**config.mk**
```make
export PLATFORM = sky130hd
export DESIGN_NAME = fifo_rd_stream_flat
export DESIGN_NICKNAME = d
export VERILOG_FILES = /design/src/rtl/fifo_pkg.sv /design/src/rtl/fifo_rd_stream_if.sv /design/src/rtl/fifo_rd_stats.sv /design/src/rtl/fifo_rd_stream.sv /design/src/flat_wrapper.sv
export SDC_FILE = /design/constraint.sdc
export NUM_CORES = 1
export LEC_CHECK = 0
export BUFFER_PORTS_ARGS = -buffer_cell sky130_fd_sc_hd__buf_2
export CORE_MARGIN = 1.5
export CORE_UTILIZATION = 40
export CTS_BUF_LIST = sky130_fd_sc_hd__clkbuf_2
export CTS_CLUSTER_DIAMETER = 200
export DETAILED_ROUTE_END_ITERATION = 12
export GPL_ROUTABILITY_DRIVEN = 1
export HOLD_SLACK_MARGIN = 0.08
export PLACE_DENSITY = 0.69
export REMOVE_ABC_BUFFERS = 1
export SYNTH_ARGS = -nofsm -noshare
export SYNTH_HDL_FRONTEND = slang
export SYNTH_SLANG_ARGS = --single-unit
```
**constraint.sdc**
```tcl
create_clock -name rclk -period 1.4 [get_ports rclk]
set_input_delay 0.14 -clock rclk [delete_from_list [all_inputs] [get_ports rclk]]
set_output_delay 0.14 -clock rclk [all_outputs]
set_load 0.02 [all_outputs]
```
**src/rtl/fifo_pkg.sv**
```systemverilog
// rtl/fifo_pkg.sv - shared types for the FIFO read-side stream adapter
package fifo_pkg;

    typedef enum logic [1:0] {
        OCC_0,
        OCC_1,
        OCC_2
    } rd_occ_e;

    localparam int RD_SKID_DEPTH = 2;

endpackage

```
**src/rtl/fifo_rd_stream_if.sv**
```systemverilog
// rtl/fifo_rd_stream_if.sv - FIFO read port plus valid/ready output stream
interface fifo_rd_stream_if #(
    parameter int DSIZE = 8
) ();

    logic [DSIZE-1:0] rdata;
    logic             rempty;
    logic             rinc;
    logic             out_valid;
    logic             out_ready;
    logic [DSIZE-1:0] out_data;

    // master: the stream adapter; slave: the FIFO and the downstream consumer
    modport master (
        input  rdata,
        input  rempty,
        output rinc,
        output out_valid,
        input  out_ready,
        output out_data
    );

    modport slave (
        output rdata,
        output rempty,
        input  rinc,
        input  out_valid,
        output out_ready,
        input  out_data
    );

endinterface

```
**src/rtl/fifo_rd_stats.sv**
```systemverilog
// rtl/fifo_rd_stats.sv - saturating delivered-word counter
module fifo_rd_stats #(
    parameter int CNTW = 16
) (
    input  logic            clk,
    input  logic            rst,
    input  logic            inc,
    output logic [CNTW-1:0] count
);

    always_ff @(posedge clk) begin
        if (rst) begin
            count <= '0;
        end else if (inc && (count != {CNTW{1'b1}})) begin
            count <= count + 1'b1;
        end
    end

endmodule

```
**src/rtl/fifo_rd_stream.sv**
```systemverilog
// rtl/fifo_rd_stream.sv - async FIFO read port to registered valid/ready stream, 2-entry skid
// Optional delivered-word counter enabled by FIFO_RD_STATS_EN.
module fifo_rd_stream
    import fifo_pkg::*;
#(
    parameter int DSIZE = 8,
    parameter int CNTW  = 16
) (
    input  logic              rclk,
    input  logic              rrst,
    input  logic              rflush,
    fifo_rd_stream_if.master  bus
`ifdef FIFO_RD_STATS_EN
    ,
    output logic [CNTW-1:0]   rd_count
`endif
);

    if (CNTW < 1) begin : g_bad_cntw
        $error("fifo_rd_stream: CNTW must be at least 1");
    end

    rd_occ_e          occ_q, occ_d;
    logic [DSIZE-1:0] main_q, main_d;
    logic [DSIZE-1:0] skid_q, skid_d;
    logic             pop;
    logic             push;

    assign bus.out_valid = (occ_q != OCC_0);
    assign bus.out_data  = main_q;
    assign bus.rinc      = push;

    always_comb begin
        occ_d  = occ_q;
        main_d = main_q;
        skid_d = skid_q;
        pop    = bus.out_valid & bus.out_ready;
        // A full buffer may only take a word when the consumer frees a slot in the same cycle.
        push   = ~rrst & ~rflush & ~bus.rempty & ((occ_q != OCC_2) | bus.out_ready);

        case (occ_q)
            OCC_0:   occ_d = push ? OCC_1 : OCC_0;
            OCC_1: begin
                if (push && !pop)      occ_d = OCC_2;
                else if (!push && pop) occ_d = OCC_0;
                else                   occ_d = OCC_1;
            end
            OCC_2:   occ_d = (pop && !push) ? OCC_1 : OCC_2;
            default: occ_d = OCC_0;
        endcase

        if (pop && (occ_q == OCC_2)) begin
            main_d = skid_q;
        end

        // Incoming word lands in slot (occ - pop): skid when it would sit behind a held word.
        if (push) begin
            if ((occ_q == OCC_2) || ((occ_q == OCC_1) && !pop)) begin
                skid_d = bus.rdata;
            end else begin
                main_d = bus.rdata;
            end
        end

        if (rflush) begin
            occ_d = OCC_0;
        end
    end

    always_ff @(posedge rclk) begin
        if (rrst) begin
            occ_q  <= OCC_0;
            main_q <= '0;
            skid_q <= '0;
        end else begin
            occ_q  <= occ_d;
            main_q <= main_d;
            skid_q <= skid_d;
        end
    end

`ifdef FIFO_RD_STATS_EN
    fifo_rd_stats #(
        .CNTW (CNTW)
    ) u_stats (
        .clk   (rclk),
        .rst   (rrst),
        .inc   (pop),
        .count (rd_count)
    );
`endif

endmodule

```
**src/flat_wrapper.sv**
```systemverilog
// flat-port wrapper written by rule: the top's interface ports become plain ports
module fifo_rd_stream_flat import fifo_pkg::*;
#(
    parameter int DSIZE = 8,
    parameter int CNTW  = 16
)
  (rclk, rrst, rflush, bus_rdata, bus_rempty, bus_rinc, bus_out_valid, bus_out_ready, bus_out_data);
  fifo_rd_stream_if #(.DSIZE(DSIZE)) bus_i ();
  input  logic rclk;
  input  logic rrst;
  input  logic rflush;
  input wire logic [$bits(bus_i.rdata)-1:0] bus_rdata;
  input wire logic [$bits(bus_i.rempty)-1:0] bus_rempty;
  output wire logic [$bits(bus_i.rinc)-1:0] bus_rinc;
  output wire logic [$bits(bus_i.out_valid)-1:0] bus_out_valid;
  input wire logic [$bits(bus_i.out_ready)-1:0] bus_out_ready;
  output wire logic [$bits(bus_i.out_data)-1:0] bus_out_data;
  assign bus_i.rdata = bus_rdata;
  assign bus_i.rempty = bus_rempty;
  assign bus_rinc = bus_i.rinc;
  assign bus_out_valid = bus_i.out_valid;
  assign bus_i.out_ready = bus_out_ready;
  assign bus_out_data = bus_i.out_data;
  fifo_rd_stream #(.DSIZE(DSIZE), .CNTW(CNTW)) u_core (.rclk(rclk), .rrst(rrst), .rflush(rflush), .bus(bus_i));
endmodule
```
# Word-level counts from Yosys, hierarchy flattened
# Index checks and enable logic that the tools add are counted.
dict set report totals {
  ff_bits 18
  in_bits 13
  output_inout_bits 10
  word_cells 33
}
dict set report classes {
  n_eq_ne 3
  n_mux 8
  bitwise 8
  n_reduce_logical 11
}
# cell n
set op_table {}
lappend op_table {{8-bit two-way mux} 3}
lappend op_table {{2-bit one-hot mux with 3 select lines} 1}
lappend op_table {{1-bit AND} 4}
lappend op_table {{1-bit logical AND} 4}
lappend op_table {{2-bit two-way mux} 2}
lappend op_table {{1-bit inverter} 3}
lappend op_table {{2-bit by 1-bit equality test with 1-bit output (second input constant)} 1}
lappend op_table {{2-bit equality test (second input constant)} 1}
lappend op_table {{1-bit logical NOT} 2}
lappend op_table {{2-bit logical NOT} 1}
lappend op_table {{1-bit two-way mux} 2}
lappend op_table {{2-bit inequality test (second input constant)} 1}
lappend op_table {{2-bit AND reduction} 1}
lappend op_table {{2-bit nonzero test} 1}
lappend op_table {{2-bit OR reduction} 1}
lappend op_table {{1-bit logical OR} 1}
lappend op_table {{1-bit OR} 1}

# Longest topological paths before layout
dict set report logic_depth {
  depth_word 9
  ltp_mapped 7
  mapped_depth_nobuf 6
}

# Worst setup path before layout
# No wires, ideal clock.
dict set report synth_path {
  path_kind {flip-flop to flip-flop}
  startpoint {register u_core.occ_q[1]}
  endpoint {register u_core.occ_q[1]}
  setup_ns 0.086
  t_arrival_ns 1.435
  required_ns 1.314
  setup_slack_ns -0.121
  path_stages_with_launch 7
  path_buffers 1
  cell_sequence {dfxtp_1 -> buf_2 -> or2_2 -> and2_1 -> ha_1 -> nand2b_1 -> a211oi_1}
}
dict set report synth_via {
  word_cells_on_any_way 15
}
# item line
set synth_lines {}
lappend synth_lines {{from (decl)} fifo_rd_stream.sv:23} ;# rd_occ_e occ_q, occ_d;
lappend synth_lines {{from (signal assigned)} fifo_rd_stream.sv:72} ;# occ_q <= OCC_0;
lappend synth_lines {{from (signal assigned)} fifo_rd_stream.sv:76} ;# occ_q <= occ_d;
lappend synth_lines {{2-bit nonzero test (*)} fifo_rd_stream.sv:29} ;# assign bus.out_valid = (occ_q != OCC_0);
lappend synth_lines {{net bus_out_valid} flat_wrapper.sv:15} ;# output wire logic [$bits(bus_i.out_valid)-1:0] bus_out_valid;
lappend synth_lines {{1-bit AND (*)} fifo_rd_stream.sv:37} ;# pop = bus.out_valid & bus.out_ready;
lappend synth_lines {{1-bit logical NOT} fifo_rd_stream.sv:44} ;# if (push && !pop) occ_d = OCC_2;
lappend synth_lines {{1-bit logical AND} fifo_rd_stream.sv:44}
lappend synth_lines {{2-bit two-way mux} fifo_rd_stream.sv:44}
lappend synth_lines {{2-bit one-hot mux with 3 select lines (*)} fifo_rd_stream.sv:41} ;# case (occ_q)
# The timed path passes the listed nets; every way through them passes the cells marked *.
# A chain may end at the register's enable or synchronous reset.

# Final worst setup path
dict set report layout_path {
  startpoint {register u_core.occ_q[0]}
  endpoint {register u_core.skid_q[4]}
}
dict set report layout_via {
  elab_chain_len 6
  word_cells_on_any_way 11
}
# item line
set layout_lines {}
lappend layout_lines {{2-bit nonzero test} fifo_rd_stream.sv:29}
lappend layout_lines {{1-bit AND} fifo_rd_stream.sv:37}
lappend layout_lines {{1-bit logical NOT} fifo_rd_stream.sv:58} ;# if ((occ_q == OCC_2) || ((occ_q == OCC_1) && !pop)) begin
lappend layout_lines {{1-bit logical AND} fifo_rd_stream.sv:58}
lappend layout_lines {{1-bit logical OR} fifo_rd_stream.sv:58}
lappend layout_lines {{2-bit AND reduction (no source line) (*)} n/a}
lappend layout_lines {{to (signal assigned)} fifo_rd_stream.sv:78} ;# skid_q <= skid_d;
lappend layout_lines {{to (decl)} fifo_rd_stream.sv:25} ;# logic [DSIZE-1:0] skid_q, skid_d;
# Mark *: on every way between the ends. The rest lies on a longest branch, timed or not.

==> results.toml <==
[status]
status = "complete, but fails checks"
violations = "negative setup slack"

[synthesis]
yosys.area.top_type_share_pct = 39.1
yosys_warnings = 0
synth_area_leaders = "dfxtp_1 (39%), mux2_2 (9.8%), mux2i_1 (8.7%)"
ys_seq_area_share_pct = 39.1
syn_area_per_cell_um2 = 10.2
ys_ff_latch = 18
postSynthCellCount = 90
yosysUniqueCellTypes = 25
synth.cell_area_um2 = 921
synth_top_cell_by_area = "dfxtp_1"

[setup_path]
cp_cell_sequence = "buf_6 -> and3b_1 -> o21ai_2 -> buf_6 -> mux2_4"
startpoint_type = "flip-flop"
end_kind = "flip-flop"
r2r_cells = 5
critPathArrivalTime_ns = 1.66
worst_path_max_delay_cell = "dfxtp_4"
reg2reg_from = "u_core.occ_q[0]"
crit_top_cell = "buf_6"
worstPathRequired_ns = 1.61
slowest_delay_ns = 0.42
critical_path_class = "reg2reg"
critPathMaxFanout = 6
r2r_end = "u_core.skid_q[4]"
worst_path_dominant_cell_family = "flip-flops"
rrSetupSlack_ns = -0.05
path_buf_inv = 2

[detailed_routing]
post-route-drc-count = 0
drt-pass1-iter-count = 4
antenna_left = 0
drt_iter0_markers = 10
wirelength_um = 2480
vias_per_cell = 5.25
vias = 840
wl_per_cell_um = 15.5

[pwr]
vdd_drop_max_uv = 389
power_density_nw_per_um2 = 693
p_leak_nw = 0.650
power_w = 0.000940

[floorplanning]
ioPinCount = 23
core-area_um2 = 2190
start_util_pct = 42.0
dieArea_um2 = 2600
rows = 17
die_w_um = 51.0
die_h_um = 51.0

[timing]
worstMarginPinSlew_ns = 0.474
fmax_mhz = 690
report.final.slew_viol_count = 0
finalHoldViolations = 0
worst_slack_ns = -0.0486
post-route-min-period_ns = 1.45
final-setup-viol-count = 10
slew_headroom_pct = 68.1
fin_crit_sh_pct = 103
fin_skew_ns = 0.00237
setup-tns-final_ns = -0.321
grt_setup_unrepaired = "yes"

[worst_hold_path]
hold_start = "rrst"
min_to = "u_core.occ_q[0]"
hp-class = "in2reg"
hold_depth = 3

[global_route]
grt_pass1_wl_um = 3710
grt_overflow = 0
grt_pass1_vias = 814
antenna_found_initial = 0
grt_max_degree = 11
track_usage_pct = 19.2

[layout]
final_cell_mix = "buf_2 (21), dfxtp_1 (16), nor2b_1 (10), buf_4 (10), dlygate4sd3_1 (9)"
final_common_cell = "buf_2"
nNetsFinal = 148
drive_above_1_share_pct = 49.2
area_delta_synth_final_pct = 47.3
antenna_cells = 0

[place]
port_buffers = 22
place_congestion = 0.740
dpl.hpwl_um = 1470

[clock_network]
cts_root_buf = "clkbuf_2"
cts_tree = "yes"
numCtsBuffers = 3
clk-insertion-delay-late_ns = 0.30
path_clk_slew_ns = 0.17
cts_max_level = 1
clkSinkCount = 18
clockBufferDepth = 2

[flow_run]
drv_cap = 0
## layer usage
layer  up-vias  track usage, %  routed length (um)
met4         0            7.66                  53
met1       399            23.0                1150
met2        21            34.2                1210
met5         -               0                   0
li1        412               -                   -
met3         8            2.63                  67
## Yosys cell counts
cell / n
a211oi_1: 2
a21o_1: 1
a21oi_1: 8
and2_1: 1
and3b_1: 1
buf_1: 1
buf_2: 2
buf_6: 2
clkbuf_1: 1
dfxtp_1: 18
ha_1: 2
inv_1: 3
mux2_2: 8
mux2i_1: 8
nand2_1: 3
nand2b_1: 2
nand3b_1: 1
nor2b_1: 10
nor3_1: 1
nor3b_4: 1
o21ai_0: 1
o21ai_2: 1
o41ai_1: 8
or2_2: 2
or3_4: 2
## cell families (layout without fill, tap and decap cells)
group,after synthesis,after routing,synth area share (%)
AO/OA/AOI/OAI,21,21,15.9
adder cells (fa/ha/maj),2,2,2.72
buffers and inverters,9,51,5.57
flip-flops,18,18,39.1
multiplexers,16,16,18.5
AND/OR/NAND/NOR,24,24,18.2
## report_power, final
part,switching (W),internal [W]
Clock,0.000163,0.0000621
Combinational,0.0000880,0.0000914
Sequential,0.00000923,0.000525
Total,0.000261,0.000679
## cell type report
class,instances,area (um2)
fill,169,835
multi-input combinational,63,608
sequential,18,368
timing repair buffer,44,315
tap,28,35.0
clock buffer,3,15.0
inverter,3,11.3
clock inverter,1,3.75
## tightest hold or removal path: stages
cell,delay (ns)
buf_2,0.13
buf_4,0.15
a211oi_2,0.04
## through the flow
step	area [um2]	util (%)	hold WS, ns	cells	setup WS, ns
3_3_place_gp	1110	50.6	0.357	145	-0.00961
4_1_cts	1230	56.0	0.0803	156	0.00842
5_1_grt	1360	61.9	0.145	160	-0.0907
3_5_place_dp	1110	50.6	0.357	145	-0.0646
6_report	1360	61.9	0.169	160	-0.0486
2_1_floorplan	881	-	0.213	84	-0.0838
## flip-flops by register name (all words and copies together), names as in the netlist
signal,flops
u_core.bus.out_data,8
u_core.skid_q,8
u_core.occ_q,2
## worst max path at each step
| stage | from | end | cells past startpoint |
|---|---|---|---|
| final | u_core.occ_q[0] | u_core.skid_q[4] | 5 |
| after global routing | u_core.occ_q[0] | u_core.skid_q[4] | 5 |
| after CTS | u_core.occ_q[0] | u_core.skid_q[6] | 5 |
| after detailed placement | u_core.occ_q[1] | u_core.occ_q[1] | 5 |
| after global placement | u_core.occ_q[1] | u_core.occ_q[0] | 6 |
| after floorplan | u_core.occ_q[1] | u_core.occ_q[0] | 6 |
## timing repair
item,4_1_cts,5_1_grt
hold buffers,6,3
endpoints found under the hold margin,7,3
endpoints found under the setup margin,3,13
cloned,0,0
resized for setup,11,22
setup buffers,1,1
pin swaps,1,4
No activity file was read; power rests on OpenSTA's default activity.
